**src/rtl/uart_pkg.sv**
```systemverilog
// uart_pkg: shared UART state encoding and line/parity constants
package uart_pkg;
  typedef enum logic [2:0] {IDLE, START, DATA, PARITY, STOP} state_t;
  localparam logic PAR_EVEN  = 1'b0;
  localparam logic PAR_ODD   = 1'b1;
  localparam logic LINE_IDLE = 1'b1;
  localparam logic START_BIT = 1'b0;
  localparam logic STOP_BIT  = 1'b1;
endpackage

```
**src/rtl/uart_tx_serializer.sv**
```systemverilog
// uart_tx_serializer: LSB-first shift register with data bit counter
module uart_tx_serializer #(
  parameter int DATA_WIDTH = 8
) (
  input  logic                  clk,
  input  logic                  rst,
  input  logic                  load,
  input  logic                  shift,
  input  logic                  count,
  input  logic [DATA_WIDTH-1:0] p_data,
  output logic                  ser_bit,
  output logic                  ser_done
);
  localparam int CW = DATA_WIDTH > 1 ? $clog2(DATA_WIDTH) : 1;
  logic [DATA_WIDTH-1:0] sr;
  logic [CW-1:0] cnt;
  assign ser_bit = sr[0];
  assign ser_done = cnt == CW'(DATA_WIDTH - 1);
  always_ff @(posedge clk or negedge rst)
    if (!rst) begin
      sr <= '0;
      cnt <= '0;
    end else if (load) begin
      sr <= p_data;
      cnt <= '0;
    end else begin
      if (shift) sr <= sr >> 1;
      if (count) cnt <= cnt + 1'b1;
    end
endmodule

```
**src/rtl/uart_tx.sv**
```systemverilog
// uart_tx: one-bit-per-clock UART frame serializer with optional parity
module uart_tx
  import uart_pkg::*;
#(
  parameter int DATA_WIDTH = 8
) (
  input  logic                  clk,
  input  logic                  rst,
  input  logic [DATA_WIDTH-1:0] p_data,
  input  logic                  data_valid,
  input  logic                  par_en,
  input  logic                  par_typ,
  output logic                  tx_out,
  output logic                  busy
);
  state_t state;
  logic par_en_q, parity, ser_bit, ser_done, accept, data_step;
  assign accept = data_valid && (state == IDLE || state == STOP);
  assign data_step = state == DATA && !ser_done;
  // the start edge pre-shifts so ser_bit always holds the next bit to drive
  uart_tx_serializer #(.DATA_WIDTH(DATA_WIDTH)) u_ser (
    .clk(clk),
    .rst(rst),
    .load(accept),
    .shift(state == START || data_step),
    .count(data_step),
    .p_data(p_data),
    .ser_bit(ser_bit),
    .ser_done(ser_done)
  );
  always_ff @(posedge clk or negedge rst)
    if (!rst) begin
      state <= IDLE;
      tx_out <= LINE_IDLE;
      busy <= 1'b0;
      par_en_q <= 1'b0;
      parity <= 1'b0;
    end else
      case (state)
        IDLE, STOP:
          if (accept) begin
            state <= START;
            tx_out <= START_BIT;
            busy <= 1'b1;
            par_en_q <= par_en;
            parity <= (^p_data) ^ (par_typ == PAR_ODD);
          end else begin
            state <= IDLE;
            tx_out <= LINE_IDLE;
            busy <= 1'b0;
          end
        START: begin
          state <= DATA;
          tx_out <= ser_bit;
        end
        DATA:
          if (ser_done) begin
            state <= par_en_q ? PARITY : STOP;
            tx_out <= par_en_q ? parity : STOP_BIT;
          end else
            tx_out <= ser_bit;
        PARITY: begin
          state <= STOP;
          tx_out <= STOP_BIT;
        end
        default: begin
          state <= IDLE;
          tx_out <= LINE_IDLE;
          busy <= 1'b0;
        end
      endcase
endmodule

```
**config.mk**
```make
export PLATFORM = sky130hd
export DESIGN_NAME = uart_tx
export DESIGN_NICKNAME = d
export VERILOG_FILES = /design/src/rtl/uart_pkg.sv /design/src/rtl/uart_tx_serializer.sv /design/src/rtl/uart_tx.sv
export SDC_FILE = /design/constraint.sdc
export NUM_CORES = 1
export LEC_CHECK = 0
export CAP_MARGIN = 25
export CORE_UTILIZATION = 35
export CTS_BUF_LIST = sky130_fd_sc_hd__clkbuf_4
export CTS_CLUSTER_SIZE = 40
export DETAILED_ROUTE_END_ITERATION = 8
export PLACE_DENSITY = 0.64
export SYNTH_ARGS = -nofsm -noshare
export SYNTH_HDL_FRONTEND = slang
export SYNTH_HIERARCHICAL = 1
export SYNTH_SLANG_ARGS = --single-unit
export TNS_END_PERCENT = 5
```
**constraint.sdc**
```tcl
create_clock -name clk -period 2.5 [get_ports clk]
set_input_delay 0.75 -clock clk [delete_from_list [all_inputs] [get_ports clk]]
set_output_delay 0.75 -clock clk [all_outputs]
set_load 0.02 [all_outputs]
```
==> results.py <==
metrics = {
    "critical_path": {
        "crit_family": "buffers and inverters",
        "cp_slowest_cell": "clkdlybuf4s50_1",
        "crit_path_end_kind": "primary output",
        "startpoint": "tx_out",
        "crit_buf_inv": 1,
        "cp_cell_sequence": "clkdlybuf4s50_1",
        "critPathMaxFanout": 1,
        "required_ns": 1.75,
        "path_class": "reg -> out",
        "arrival_ns": 1.40,
        "start_kind": "register",
        "r2r-start": "u_ser/cnt[0]",
        "slowest_delay_ns": 0.59,
    },
    "place": {
        "hpwl_mm": 1.13,
        "preCtsSetupSlack_ns": 0.306,
        "gp_congestion": 0.748,
        "placed_area_sq_mm": 0.00108,
        "port_buffers": 14,
    },
    "synth": {
        "synthTopCellsByArea": "dfrtp_1, mux2i_1, nand2_1",
        "async_flop_share": 1.00,
        "avgSynthCellArea_sq_um": 10.3,
        "syn_nets": 103,
        "syn_area_sq_um": 908,
        "synth_top_area_cell": "dfrtp_1",
        "ys_seq_area_frac": 0.497,
        "synthCells": 88,
        "synth_top_area_share": 0.468,
        "synth-edff-count": 0,
        "yosysWarningCount": 6,
        "ys_types": 23,
        "ys_seq_elements": 18,
        "synth_ff_type": "dfrtp_1",
    },
    "global_routing": {
        "grt_pass1_wl_mm": 2.54,
        "grtUsageMet2": 0.175,
        "grtUsageMet3": 0.0603,
        "overflow": 0,
        "busiest_layer": "met1",
        "grt_pass1_vias": 566,
        "grt_max_degree": 19,
        "grt.total_usage": 0.132,
        "grt_use_met1": 0.181,
        "antenna_found_initial": 0,
    },
    "outcome": {
        "status": "finished, final reports clean",
    },
    "finish": {
        "register_area_sq_um": 452,
        "fin_nets": 122,
        "fillers": 245,
        "post-route-util": 0.450,
        "drive_gt1_frac": 0.0660,
        "diodes": 0,
        "multi_input_area_sq_um": 412,
        "final_area_sq_mm": 0.00110,
        "area_delta_synth_final_pct": 21.6,
    },
    "clock_tree": {
        "numCtsBuffers": 3,
        "cts_tree": "built",
        "htreeDepth": 1,
        "numClockSinks": 18,
        "clockBufferDepth": 2,
        "clk_latency_ns": 0.30,
        "post_cts_buffers": 0,
        "cts.reportedPaths.clkPinSlew_ns": 0.09,
        "cts_resized": 0,
        "clockRootBuffer": "clkbuf_4",
        "hold_buffers": 0,
    },
    "floorplanning": {
        "core_area_sq_mm": 0.00245,
        "rows": 18,
        "die_y_um": 52.9,
        "die_w_um": 52.9,
        "initial_core_util": 0.370,
        "ios": 15,
        "dieArea_sq_mm": 0.00280,
    },
    "routing": {
        "firstDrtPassIters": 4,
        "post-route-drc-count": 0,
        "vias": 662,
        "drt_iter0_markers": 13,
        "wl_per_cell_um": 11.4,
        "routed_wl_mm": 1.55,
        "viasPerCell": 4.87,
        "drtAntennaViolNets": 0,
    },
    "timing": {
        "tns_ns": 0,
        "maxSlewViolCount": 0,
        "grt_setup_unrepaired": "false",
        "period_share": 0.860,
        "holdWs_ns": 0.485,
        "finClkSkew_ns": 0.00644,
        "finalHoldViolations": 0,
        "setup_viol": 0,
        "period_minus_slack_ns": 2.15,
        "clock.fmax_mhz": 465,
        "fin_ws_ns": 0.351,
        "tightest_slew_ns": 0.312,
        "slew_headroom": 0.791,
    },
    "run": {
        "max_cap_viol_count": 0,
    },
    "power": {
        "ir_drop_mv": 0.587,
        "p_leak_nw": 0.499,
        "power_density_mw_per_mm2": 1060,
    },
    "min_path": {
        "worstHoldPathType": "reg -> reg",
        "min_from": "busy",
    },
}
==> logic make-up (layout without fill, tap and decap cells) <==
family                     Yosys count  in the layout  synth area share
and+or+nand+nor                     27             27             0.131
DFF                                 18             18             0.497
AOI/OAI and AO/OA                   17             17             0.103
muxes                                9              9            0.0992
xor gates and xnor gates             8              8            0.0923
buffers and inverters                7             25            0.0496
adders and majority gates            2              2            0.0275
==> state kept, by name, summed over array words and instances (netlist names) <==
register / cells
busy: 1
par_en_q: 1
parity: 1
state: 3
tx_out: 1
u_ser/cnt: 3
u_ser/sr: 8
==> layer usage <==
metal / up-vias / wire length, um / share of wire
met2: 20 / 672 / 0.43
met4: 0 / 13 / 0.0084
met1: 302 / 758 / 0.49
met5: - / 0 / 0
met3: 2 / 102 / 0.066
li1: 338 / - / -
==> final timing paths <==
path	to	slack, ns	depth (start not counted)
max in group asynchronous	tx_out	1.47	2
worst min-delay path	busy	0.48	2
worst min register to register	busy	0.48	2
worst max-delay path	tx_out	0.35	1
min in group asynchronous	u_ser/sr[5]	0.77	2
worst max register to register	u_ser/sr[6]	0.53	7
==> cell usage after synthesis (2+ instances only) <==
library cell and n:
nand2b_1 3, a21oi_1 4, mux2i_1 9, xor2_1 2
nand2_1 14, o21ai_1 9, nor2_1 6, dfrtp_1 17
ha_1 2, xnor2_1 5, inv_1 4, buf_6 2
==> report_power, final <==
group,internal [mW],switching [mW],leakage [nW]
combinational,0.253,0.260,0.258
clock,0.0582,0.0862,0.0154
sequential,0.426,0.0832,0.226
==> stage by stage <==
step,instances,power (mW)
3_3_place_gp,132,1.02
5_1_grt,136,1.27
3_5_place_dp,132,1.03
2_1_floorplan,88,0.909
4_1_cts,136,1.18
6_report,136,1.17
==> layout make-up <==
cell class / count / share of cell area
tap: 30 / 0.0340
timing repair buffer: 17 / 0.147
multi-input combinational: 63 / 0.373
sequential: 18 / 0.409
clock inverter: 1 / 0.00340
inverter: 4 / 0.0136
clock buffer: 3 / 0.0204
==> layout by cell type, fill, tap and decap left out, drive strengths merged <==
master,Yosys,routed
xnor3,1,1
a31oi,1,1
a21oi,4,4
o21ai,10,10
nand3,1,1
inv,4,4
ha,2,2
nand4,1,1
dfstp,1,1
or3b,1,1
xor2,2,2
clkdlybuf4s50,0,14
xnor2,5,5
mux2i,9,9
clkbuf,0,3
buf,3,3
clkinv,0,1
nand2,14,14
nor3,1,1
nor2,6,6
o221ai,1,1
dfrtp,17,17
nand2b,3,3
a211o,1,1
(Power assumes the default switching activity.)
